<file path="src/rtl/mux_arb_pkg.sv">
// Shared definitions for the 4-requester round-robin mux arbiter:
// state encoding, sizing constants and the rotating priority scan.
package mux_arb_pkg;

  localparam int NUM_REQ = 4;
  localparam int SEL_W   = 2;

  typedef enum logic {
    ARB_IDLE,
    ARB_GRANT
  } arb_state_t;

  // Result of a round-robin scan: whether anyone was found, and who
  typedef struct packed {
    logic             found;
    logic [SEL_W-1:0] idx;
  } pick_t;

  // First requester found scanning start, start+1, ... (mod NUM_REQ).
  // The loop runs from the farthest offset down so the nearest hit wins.
  function automatic pick_t rr_pick(input logic [NUM_REQ-1:0] req,
                                    input logic [SEL_W-1:0]   start);
    pick_t            res;
    logic [SEL_W-1:0] k;
    res.found = 1'b0;
    res.idx   = start;
    for (int i = NUM_REQ - 1; i >= 0; i--) begin
      k = start + SEL_W'(i);
      if (req[k]) begin
        res.found = 1'b1;
        res.idx   = k;
      end
    end
    return res;
  endfunction

endpackage

</file>
<file path="src/rtl/mux4_sel.sv">
// Combinational 4:1 single-bit mux shared by all requesters.
module mux4_sel
  import mux_arb_pkg::*;
(
  input  logic [SEL_W-1:0]   sel,
  input  logic [NUM_REQ-1:0] din,
  output logic               dout
);

  // Pick the data bit of the selected source
  always_comb begin
    dout = din[sel];
  end

endmodule

</file>
<file path="src/rtl/mux4_rr_arbiter.sv">
// Round-robin arbiter in front of a shared 4:1 bit mux. Grant and select
// are registered so sel only moves on a clock edge; the selected bit is
// registered with a valid flag one cycle later.
// Optional feature: define ARB_BURST_LIMIT_EN to cap each ownership at
// MAX_BURST consecutive cycles; without it the owner keeps the mux until
// it drops its request.
module mux4_rr_arbiter
  import mux_arb_pkg::*;
#(
  parameter int MAX_BURST = 4
) (
  input  logic               clk,
  input  logic               rst_n,
  input  logic [NUM_REQ-1:0] req,
  input  logic [NUM_REQ-1:0] din,
  output logic [NUM_REQ-1:0] gnt,
  output logic [SEL_W-1:0]   sel,
  output logic               dout,
  output logic               dout_valid
);

  arb_state_t         state_q, state_d;
  logic [NUM_REQ-1:0] gnt_q, gnt_d;
  logic [SEL_W-1:0]   sel_q, sel_d;
  logic [SEL_W-1:0]   ptr_q, ptr_d;
  logic               dout_q, dout_d;
  logic               dout_valid_q, dout_valid_d;
  logic               mux_bit;
  logic               expire;
  logic               keep;
  pick_t              pick;

`ifdef ARB_BURST_LIMIT_EN
  localparam int CNT_W = $clog2(MAX_BURST);
  logic [CNT_W-1:0] cnt_q, cnt_d;
`else
  logic unused_max_burst;
  assign unused_max_burst = (MAX_BURST > 0);
`endif

  mux4_sel u_mux4_sel (
    .sel  (sel_q),
    .din  (din),
    .dout (mux_bit)
  );

  // Next-state logic: arbitrate from IDLE, hold or hand off in GRANT
  always_comb begin
    state_d = state_q;
    gnt_d   = gnt_q;
    sel_d   = sel_q;
    ptr_d   = ptr_q;
    expire  = 1'b0;
    keep    = 1'b0;
    pick    = '0;
`ifdef ARB_BURST_LIMIT_EN
    cnt_d   = cnt_q;
`endif
    case (state_q)
      ARB_IDLE: begin
        pick = rr_pick(req, ptr_q);
      end
      ARB_GRANT: begin
`ifdef ARB_BURST_LIMIT_EN
        expire = req[sel_q] && (cnt_q == CNT_W'(MAX_BURST - 1));
`endif
        keep = req[sel_q] && !expire;
        // A released owner has req low so the scan skips it naturally;
        // an expired owner sits last in the scan and wins only if alone
        if (!keep) begin
          pick = rr_pick(req, sel_q + 2'd1);
        end
      end
      default: begin
        state_d = ARB_IDLE;
        gnt_d   = '0;
      end
    endcase

    if (keep) begin
`ifdef ARB_BURST_LIMIT_EN
      cnt_d = cnt_q + CNT_W'(1);
`endif
    end else if (pick.found) begin
      state_d = ARB_GRANT;
      gnt_d   = NUM_REQ'(1) << pick.idx;
      sel_d   = pick.idx;
      ptr_d   = pick.idx + 2'd1;
`ifdef ARB_BURST_LIMIT_EN
      cnt_d   = '0;
`endif
    end else begin
      state_d = ARB_IDLE;
      gnt_d   = '0;
    end
  end

  // Datapath: capture the granted bit, otherwise keep the last sample
  always_comb begin
    dout_valid_d = |gnt_q;
    dout_d       = (|gnt_q) ? mux_bit : dout_q;
  end

  // State and output registers with asynchronous clear
  always_ff @(posedge clk or negedge rst_n) begin
    if (!rst_n) begin
      state_q      <= ARB_IDLE;
      gnt_q        <= '0;
      sel_q        <= '0;
      ptr_q        <= '0;
      dout_q       <= 1'b0;
      dout_valid_q <= 1'b0;
`ifdef ARB_BURST_LIMIT_EN
      cnt_q        <= '0;
`endif
    end else begin
      state_q      <= state_d;
      gnt_q        <= gnt_d;
      sel_q        <= sel_d;
      ptr_q        <= ptr_d;
      dout_q       <= dout_d;
      dout_valid_q <= dout_valid_d;
`ifdef ARB_BURST_LIMIT_EN
      cnt_q        <= cnt_d;
`endif
    end
  end

  assign gnt        = gnt_q;
  assign sel        = sel_q;
  assign dout       = dout_q;
  assign dout_valid = dout_valid_q;

endmodule

</file>
<file path="config.mk">
export PLATFORM = sky130hd
export DESIGN_NAME = mux4_rr_arbiter
export DESIGN_NICKNAME = d
export VERILOG_FILES = /design/src/rtl/mux_arb_pkg.sv /design/src/rtl/mux4_sel.sv /design/src/rtl/mux4_rr_arbiter.sv
export SDC_FILE = /design/constraint.sdc
export NUM_CORES = 1
export LEC_CHECK = 0
export CAP_MARGIN = 40
export CELL_PAD_IN_SITES_DETAIL_PLACEMENT = 0
export CELL_PAD_IN_SITES_GLOBAL_PLACEMENT = 1
export CORE_MARGIN = 8
export CORE_UTILIZATION = 40
export DETAILED_ROUTE_END_ITERATION = 10
export PLACE_DENSITY_LB_ADDON = 0.1
export SYNTH_ARGS = -nofsm -noshare
export SYNTH_HDL_FRONTEND = slang
export SYNTH_SLANG_ARGS = --single-unit
</file>
<file path="constraint.sdc">
create_clock -name clk -period 3.8 [get_ports clk]
set_clock_uncertainty 0.15 [all_clocks]
set_input_delay 0.38 -clock clk [delete_from_list [all_inputs] [get_ports clk]]
set_output_delay 0.38 -clock clk [all_outputs]
set_load 0.05 [all_outputs]
</file>
==> summary.md, run 1 <==
| Metric | Value |
|---|---|
| Vias in the first global route | `606` |
| Post-synth cell types | `37` |
| Arr. time, crit path | `approximately 2700 ps` |
| Status | `finished clean` |
| Via Count | `around 700` |
| Hpwl dp | `approximately 1.4 mm` |
| Power per cell area | `~840 mW/mm^2` |
| CP startpoint | `req[0]` |
| Fraction of final layout cells sized beyond drive strength 1 | `13.7%` |
| Critical path endpoint category | `register` |
| Final Max Tran Viols | `0` |
| Endpoints failing hold | `0` |
| Root Buffer | `clkbuf_4` |
| Worst Hold Class | `in2async` |
| Post-Synthesis Cells | `80` |
| Syn_nets | `94` |
| Area leader, netlist | `dfrtp_1` |
| DR iter-0 viols | `14` |
| Synth top area cells | `dfrtp_1 (35%), ha_1 (6.3%), mux4_2 (5.7%), a22o_1 (4.4%), and2_1 (3.2%)` |
| Wire per inst | `~15 um` |
| # IOs | `18` |
| DIE WIDTH | `between 60 and 70 um` |
| Number of port buffers | `17` |
| Final total power | `0.824 mW` |
| Diodes inserted | `0` |
| Multi-input gate area | `458 um^2` |
| Clk sink count | `11` |
| Placement Rows | `16` |
| Final nets | `110` |
| Setup TNS | `0 ps` |
| Seq/Total Area, Yosys | `34.7%` |
| Seq. cell area | `275 um^2` |
| Fin crit period | `between 2000 and 3000 ps` |
| Gp weighted congestion | `about 0.80` |
| CTS resizes | `0` |
| Final period utilization | `72.2%` |
| First-pass GRT wire length | `roughly 2.9 mm` |
| Max H-tree Level | `1` |
| Post-Place Cells | `approximately 120` |
| Achievable frequency | `364 MHz` |
| Worst r2r src | `sel[0]` |
| Worst-Skew Late Latency | `approximately 260 ps` |
| Gr ovfl total | `0` |
| Vias per cell | `approximately 5.6` |
| Slew headroom | `60.3%` |
| Yosys reg bits | `11` |
| Core ar. | `0.00192 mm^2` |
| Final Hold Slack | `~300 ps` |
| Critical Path RT | `around 3800 ps` |
| Routed Antenna Nets | `0` |
| Pleak | `slightly above 0.4 nW` |
| Synthesized cell area | `793 um^2` |
| Synth Warn # | `0` |
| Finished Cell Area | `approximately 980 um^2` |
| Filler cells | `around 200` |
| Starting density of the core | `~41%` |
| Area grow syn2layout | `23.8%` |
| Initial antenna violation count | `0` |
| Die height | `60.5 um` |
| Largest net degree at the start of global routing | `14` |
| Final cell utilization of the core | `about 51%` |
| Critical path startpoint category | `input port` |
| Maximum VDD drop | `0.385 mV` |
| Post-CTS setup buffers | `0` |
| Cts hold-fix bufs | `0` |
| Pre-CTS WS | `between 700 and 800 ps` |
| Synth top area share | `a little over a third` |
| # DRC | `0` |
| Worst-path clk slew | `approximately 70 ps` |
| Worst-margin pin slew | `slightly below 600 ps` |
| Max_cap viols | `0` |
| Crit Path Class | `in2reg` |
| Unrepaired setup endpoints after global routing | `false` |
| Setup ws final | `between 1000 and 1500 ps` |
| Layout Cells excl Fill | `122` |
| Routed Wire Length | `~1.8 mm` |
| CTS tree | `done` |
| Critical path peak fanout | `11` |
| Syn avg cell area | `~10 um^2` |
| Setup violators final | `0` |
| DR pass1 iterations | `4` |
| Gr usage total | `roughly a tenth` |
| Area after DPL | `around 960 um^2` |
| CTS Buf Count | `3` |
| Die area | `between 0.003 and 0.004 mm^2` |
| Max clock buf depth | `2` |
## critical path: stages
cell,delay [ps]
clkdlybuf4s50_1,580
mux4_2,580
a2111o_1,370
a31oi_2,190
or2_1,160
ha_1,230
mux2_2,260
## kinds of logic (layout without fill, tap and decap cells)
kind of cell / after synthesis / after routing / synth area share [%]
adder cells (fa/ha/maj): 4 / 4 / 6.31
AO/OA/AOI/OAI: 24 / 24 / 24.0
multiplexers: 4 / 4 / 8.52
buffers and inverters: 11 / 26 / 7.57
flip-flops: 11 / 11 / 34.7
AND/OR/NAND/NOR: 26 / 26 / 18.9
## cell type report
cell class / count / area share, %
clock buffers: 4 / 2.68
flip-flops and latches: 11 / 28.0
multi-input cells: 58 / 46.6
inverters: 5 / 1.91
well taps: 27 / 3.44
repair buffers: 17 / 17.3
## layout by cell type, fill, tap and decap left out, types with 2 or more instances in the layout
| master | n |
|---|---|
| clkdlybuf4s50_1 | 17 |
| dfrtp_1 | 11 |
| inv_1 | 5 |
| nand2_1 | 4 |
| nand2b_1 | 4 |
| nor2_1 | 4 |
| and2_1 | 4 |
| a22o_1 | 4 |
| ha_1 | 4 |
| a211oi_1 | 3 |
| a21oi_1 | 3 |
| clkbuf_4 | 3 |
| nor4_1 | 2 |
| o21ai_0 | 2 |
| a2111o_1 | 2 |
| mux4_2 | 2 |
| mux2_2 | 2 |
## path summary, 6_finish.rpt
path / end / slack, ps / depth (start not counted)
max: ptr_q[1] / 1050 / 7
min: state_q / 300 / 1
max reg2reg: ptr_q[1] / 1110 / 6
min reg2reg: dout / 360 / 1
max in group asynchronous: sel[0] / 2870 / 1
min in group clk: dout / 360 / 1
## power by group
group	internal (mW)	switching, mW
combinational	0.224	0.281
sequential	0.170	0.0719
clock	0.0406	0.0366
total	0.435	0.389
## cells in the mapped netlist
master and instances:
nor2b_1 1, and2_2 1, buf_4 1, o31ai_1 1, or2_2 1, nand2b_1 4, nor3b_1 1, a31oi_2 1
a31oi_1 1, buf_6 2, or3b_1 1, a211oi_1 3, nand2_1 4, o31a_1 1, nand3b_1 1, mux2_2 2
nor2_1 4, a21o_2 1, a21oi_2 1, mux4_2 2, or2_1 1, o21bai_1 1, and2_1 4, dfrtp_1 11
ha_1 4, a21oi_1 3, inv_1 5, a31o_2 1, nor4_1 2, o211ai_1 1, a2111o_1 2, a22o_1 4
buf_1 1, or4_1 1, a311oi_1 1, o21ai_0 2, clkbuf_1 2
## routing by layer
layer | global-route usage (%) | vias up | part of all wire (%)
met1 | 13.3 | 339 | 47
met3 | 4.87 | 0 | 8.6
met4 | 1.99 | 0 | 0
li1 | - | 323 | -
met2 | 15.7 | 22 | 44
met5 | 0 | - | 0
## registers in the layout (all words and copies together), names as in the netlist
register and flops:
dout 1, ptr_q 2, sel 2, dout_valid 1, gnt 4, state_q 1
Power figures use the tool's default switching activity.
==> run 2: changes to the inputs <==
--- a/config.mk
+++ b/config.mk
@@ -9,7 +9,7 @@
 export CELL_PAD_IN_SITES_DETAIL_PLACEMENT = 0
 export CELL_PAD_IN_SITES_GLOBAL_PLACEMENT = 1
 export CORE_MARGIN = 8
-export CORE_UTILIZATION = 40
+export CORE_UTILIZATION = 37
 export DETAILED_ROUTE_END_ITERATION = 10
 export PLACE_DENSITY_LB_ADDON = 0.1
 export SYNTH_ARGS = -nofsm -noshare
==> constraint.sdc (replaced) <==
create_clock -name clk -period 2.6 [get_ports clk]
set_clock_uncertainty 0.15 [all_clocks]
set_input_delay 0.26 -clock clk [delete_from_list [all_inputs] [get_ports clk]]
set_output_delay 0.26 -clock clk [all_outputs]
set_load 0.05 [all_outputs]
==> run 2 against run 1 <==
  * Cell area rose by 9.3%
  * Critical path type is now reg2reg
  * Global-route usage rose by 0.36 points
  * First-iteration DRC count rose by 7.1%
  * Clock power rose by 48%
  * Wire length rose by 9.3%
  * Register-to-register slack got worse by 900 ps
  * Sequential power rose by 38%
  * Sequential share of layout area fell by 2.3 points
  * Die area rose by 5.9%
  * Setup slack got worse by 850 ps
  * Critical endpoint unchanged
  * Utilization rose by 2.5 points
==> summary.md, run 2 (same netlist as run 1, synthesis figures left out) <==
| Metric | Value |
|---|---|
| Status | `finished clean (unchanged)` |
| Delay-heaviest family, CP | `multiplexers (unchanged)` |
| Unrepaired setup endpoints after global routing | `false (unchanged)` |
| Largest stage delay, worst path | `540 ps (was 580 ps)` |
| Routed Antenna Nets | `0 (unchanged)` |
| DR pass1 iterations | `4 (unchanged)` |
| Slew headroom | `62.3% (was 60.3%)` |
| Placement Rows | `16 (unchanged)` |
| Endpoints failing hold | `0 (unchanged)` |
| Critical path peak fanout | `4 (was 11)` |
| Gr usage total | `10.8% (was 10.4%)` |
| Clk sink count | `11 (unchanged)` |
| Final Max Tran Viols | `0 (unchanged)` |
| Final Hold Slack | `187 ps (was 297 ps)` |
| # DRC | `0 (unchanged)` |
| Most frequent cells in the layout | `clkdlybuf4s50_1 (17), buf_4 (12), dfrtp_1 (10) (was clkdlybuf4s50_1 (17), dfrtp_1 (11), inv_1 (5))` |
| Diodes inserted | `0 (unchanged)` |
| Setup violators final | `0 (unchanged)` |
| Fin crit period | `2390 ps` |
| Initial antenna violation count | `0 (unchanged)` |
| Crit Path Class | `reg2reg (was in2reg)` |
| Power per cell area | `1220 mW/mm^2 (was 839 mW/mm^2)` |
| CTS tree | `done (unchanged)` |
| Root Buffer | `clkbuf_4 (unchanged)` |
| DIE WIDTH | `62.3 um (was 60.5 um)` |
| Number of port buffers | `17 (unchanged)` |
| Fraction of final layout cells sized beyond drive strength 1 | `24.3% (was 13.7%)` |
| Area grow syn2layout | `35.3% (was 23.8%)` |
| Commonest non-fill, non-tap cell in the layout | `clkdlybuf4s50_1 (unchanged)` |
| Vias in the first global route | `656 (was 606)` |
| Final cell utilization of the core | `53.6% (was 51.1%)` |
| Pre-CTS WS | `-46.1 ps (was 789 ps)` |
| Wire per inst | `15.0 um (about the same)` |
| Sequential share of power | `25.5% (was 29.4%)` |
| Net switching power | `0.599 mW (was 0.389 mW)` |
| Worst Hold Class | `in2async (unchanged)` |
| Worst r2r src | `sel[0] (unchanged)` |
| Critical path endpoint category | `register (unchanged)` |
| Layout Cells excl Fill | `134 (was 122)` |
| Crit-path slowest cell | `mux4_2 (was clkdlybuf4s50_1)` |
| Critical Path RT | `2600 ps (was 3800 ps)` |
| Pleak | `0.461 nW (was 0.403 nW)` |
| Max clock buf depth | `2 (unchanged)` |
| Logic pwr share | `65.8% (was 61.3%)` |
| Final total power | `1.31 mW (was 0.824 mW)` |
| Achievable frequency | `between 400 and 500 MHz` |
| Setup TNS | `0 ps (unchanged)` |
| CP startpoint | `sel[0] (was req[0])` |
| Final period utilization | `between 90 and 100%` |
| Post-Place Cells | `130 (was 118)` |
| Hpwl dp | `1.60 mm (was 1.43 mm)` |
| Critical path startpoint category | `register (was input port)` |
| Die height | `62.3 um (was 60.5 um)` |
| Via Count | `702 (was 684)` |
| CTS Buf Count | `3 (unchanged)` |
| Core ar. | `0.00200 mm^2 (was 0.00192 mm^2)` |
| Finished Cell Area | `0.00107 mm^2 (was 982 um^2)` |
| Starting density of the core | `39.6% (was 41.3%)` |
| Worst-path clk slew | `70 ps (about the same)` |
| CTS resizes | `0 (unchanged)` |
| Worst-Skew Late Latency | `260 ps (about the same)` |
| Sw Share | `45.7% (was 47.2%)` |
| Maximum VDD drop | `0.597 mV (was 0.385 mV)` |
| P_int | `0.712 mW (was 0.435 mW)` |
| Post-CTS setup buffers | `0 (unchanged)` |
| Cts hold-fix bufs | `0 (unchanged)` |
| Worst-path cell chain | `mux4_2, a2111o_1, a31oi_2, or2_1, ha_1, mux2_2 (was clkdlybuf4s50_1, mux4_2, a2111o_1, a31oi_2, or2_1, ha_1, mux2_2)` |
| Vias per cell | `5.24 (was 5.61)` |
| Worst-margin pin slew | `560 ps (was 590 ps)` |
| Buf+Inv Stages, Crit Path | `0 (was 1)` |
| Largest net degree at the start of global routing | `12 (was 14)` |
| Clock share of power | `8.7% (was 9.4%)` |
| Gr ovfl total | `0 (unchanged)` |
| Die area | `0.00388 mm^2 (was 0.00366 mm^2)` |
| Area after DPL | `0.00105 mm^2 (was 956 um^2)` |
| # IOs | `18 (unchanged)` |
| Gp weighted congestion | `0.868 (was 0.800)` |
| Max H-tree Level | `1 (unchanged)` |
| Max_cap viols | `0 (unchanged)` |
| Setup ws final | `205 ps (was 1050 ps)` |
| Final nets | `122 (was 110)` |
| Arr. time, crit path | `2400 ps (was 2740 ps)` |
| Largest register FFs | `4 (unchanged)` |
| First-pass GRT wire length | `3.39 mm (was 2.88 mm)` |
| Filler cells | `188 (was 201)` |
| DR iter-0 viols | `15 (was 14)` |
| Routed Wire Length | `2.01 mm (was 1.84 mm)` |
## run 2: area by class of cell
type	count	area [um^2]	area share (%)
tap	27	33.8	3.15
timing repair buffer	29	260	24.2
multi-input combinational	58	458	42.7
inverter	5	18.8	1.75
clock buffer	4	26.3	2.45
sequential	11	277	25.8
## run 2: path summary, 6_finish.rpt
path / endpoint / slack (ps) / depth (start not counted)
hold / removal: gnt[3] / 190 / 1
min in group clk: dout / 360 / 1
hold reg to reg: dout / 360 / 1
setup reg to reg: ptr_q[1] / 210 / 6
setup / recovery: ptr_q[1] / 210 / 6
max in group asynchronous: sel[0] / 1740 / 1
## run 2: routing by layer
layer	vias up	share of wire [%]	global-route usage [%]
met2	21	42	15.1
met5	-	0	0
met4	0	0	2.56
met3	0	6.4	5.02
li1	351	-	-
met1	330	52	14.4
## run 2: power groups by stage
stage                     Clock (mW)  Combinational, mW  Sequential (mW)
after floorplan                    0              0.383            0.508
after global placement             0              0.861            0.334
after detailed placement           0              0.867            0.339
after CTS                      0.121              0.870            0.335
after global routing           0.132              0.931            0.348
final                          0.114              0.863            0.334
==> run 3: changes to the inputs <==
--- a/config.mk
+++ b/config.mk
@@ -5,7 +5,6 @@
 export SDC_FILE = /design/constraint.sdc
 export NUM_CORES = 1
 export LEC_CHECK = 0
-export CAP_MARGIN = 40
 export CELL_PAD_IN_SITES_DETAIL_PLACEMENT = 0
 export CELL_PAD_IN_SITES_GLOBAL_PLACEMENT = 1
 export CORE_MARGIN = 8
==> results of run 3 <==
No change in the layout: final DEF, timing and power equal those of run 2.
==> RTL change: new RTL, flow settings as in run 3 <==
Set the package constant `NUM_REQ` to 3 (it was 4).
--- a/src/rtl/mux_arb_pkg.sv
+++ b/src/rtl/mux_arb_pkg.sv
@@ -4,3 +4,3 @@
 
-  localparam int NUM_REQ = 4;
+  localparam int NUM_REQ = 3;
   localparam int SEL_W   = 2;
Interface: changed (resized din, gnt and req); port bits go from 18 to 15. The function was not compared with the original's and may differ.
==> RTL change against run 3 <==
  * Global-route usage decreased by 2.3 points
  * Count of clock-buffer cells in the layout stayed put
  * Power decreased by 18%
  * Area after synthesis decreased by 19%
  * Final area fell by 24%
  * Wire length fell by 36%
  * Sequential cell count fell by 1
  * Highest routed layer unchanged
  * Setup slack gained 290 ps
==> RTL change: results <==
[cts]
clk_latency_ps = 260
cts.htree.levels = 1
cts_buffers = 3
cts_buffer_depth = 2
clockRootBuffer = "clkbuf_4"
ctsResizeCount = 0
post_cts_buffers = 0
path_clk_slew_ps = 70

[worst_setup_path]
critPathMaxFanout = 8
crit_arrival_ps = 2110

[placed_design]
routabilityCongestion = 0.716
dpl.hpwl_um = 996
dp.cells = 93
numPortBuffers = 14
pre_cts_slack_ps = 238

[route]
wl_per_cell_um = 13.3
first_pass_iters = 4
vias_per_cell = 5.45
routed_wl_um = 1290
first_iter_violations = 3

[global_route]
grt_pass1_wl_um = 2210
antenna_found_initial = 0
use_met3 = 0.0486
met2_usage = 0.124
grt_pass1_vias = 488
track_usage = 0.0843
grt_start_max_net_pins = 11
overflow = 0
grtUsageMet1 = 0.103

[synthesis]
synthXorXnorAreaFrac = 0
synth_fp_nets = 75
async_reset_ff_frac = 1.00
synth_area_leaders = "dfrtp_1 (39%), mux2i_1 (4.7%), inv_1 (4.1%)"
synth_mux_area_frac = 0.0875
syn_inst = 65
seq_area_frac_synth = 0.389
synthAdderAreaFrac = 0.0389
synthTopCellsByCount = "dfrtp_1 (10), inv_1 (7), o21ai_0 (5)"
yosysWarningCount = 0
synth-compound-area-share = 0.255
synth.distinct_cells = 29

[min_path]
hold_path.class = "in2async"

[layout]
largest_reg_flops = 3
drive_above_1_share = 0.150
nNetsFinal = 91
num_antenna_cells = 0

[sta]
worst_pin_slew_ps = 497

[power]
vdd_drop_max_mv = 0.543
leakage_nw = 0.361

[status]
status = "finished clean"
RTL change: cell types whose count changed after synthesis, moves of 3 or more:
cell      change
a211oi_1      -3
mux2i_1       +3
and2_1        -3
o21ai_0       +3
RTL change: cells by family after synthesis:
group,Yosys count
adder cells (fa/ha/maj),2
flip-flops,10
multiplexers,5
AO/OA/AOI/OAI,21
AND/OR/NAND/NOR,17
buffers and inverters,10
RTL change: per-stage QoR:
stage	power, W	instance area, µm²	hold WS [ps]
finish	0.00108	813	158
global route	0.00115	813	189
CTS	0.00109	813	160
detailed placement	0.000947	777	349
global placement	0.000947	777	339
floorplan	0.000783	643	-186
RTL change: final timing paths:
path | slack [ps] | from | endpoint | cells past startpoint
min | 160 | rst_n | gnt[1] | 1
max reg2reg | 630 | sel[0] | gnt[2] | 6
max | 490 | req[2] | gnt[2] | 7
min reg2reg | 350 | gnt[0] | gnt[0] | 2
min in group clk | 350 | gnt[0] | gnt[0] | 2
max in group asynchronous | 1840 | rst_n | gnt[2] | 1
RTL change: where the power goes:
part | leakage [nW] | switching (W) | internal [W]
logic | 0.219 | 0.000372 | 0.000260
clock network | 0.0210 | 0.0000546 | 0.0000850
registers | 0.120 | 0.0000766 | 0.000229
RTL change: critical path: stages:
cell	delay, ps
clkdlybuf4s50_1	630
nor2_1	110
a221oi_1	320
o22ai_1	120
a31o_2	290
ha_1	190
a22o_1	190
RTL change: layer usage:
metal  up-vias  wire, µm
met5         -         0
met1       251       646
li1        266         -
met3         0        90
met4         0         0
met2        12       557
RTL change: layout make-up:
class | count | area, µm²
tap | 17 | 21.3
sequential | 10 | 250
inverter | 7 | 26.3
multi-input combinational | 45 | 339
fill | 164 | 876
clock buffer | 4 | 36.3
timing repair buffer | 14 | 140
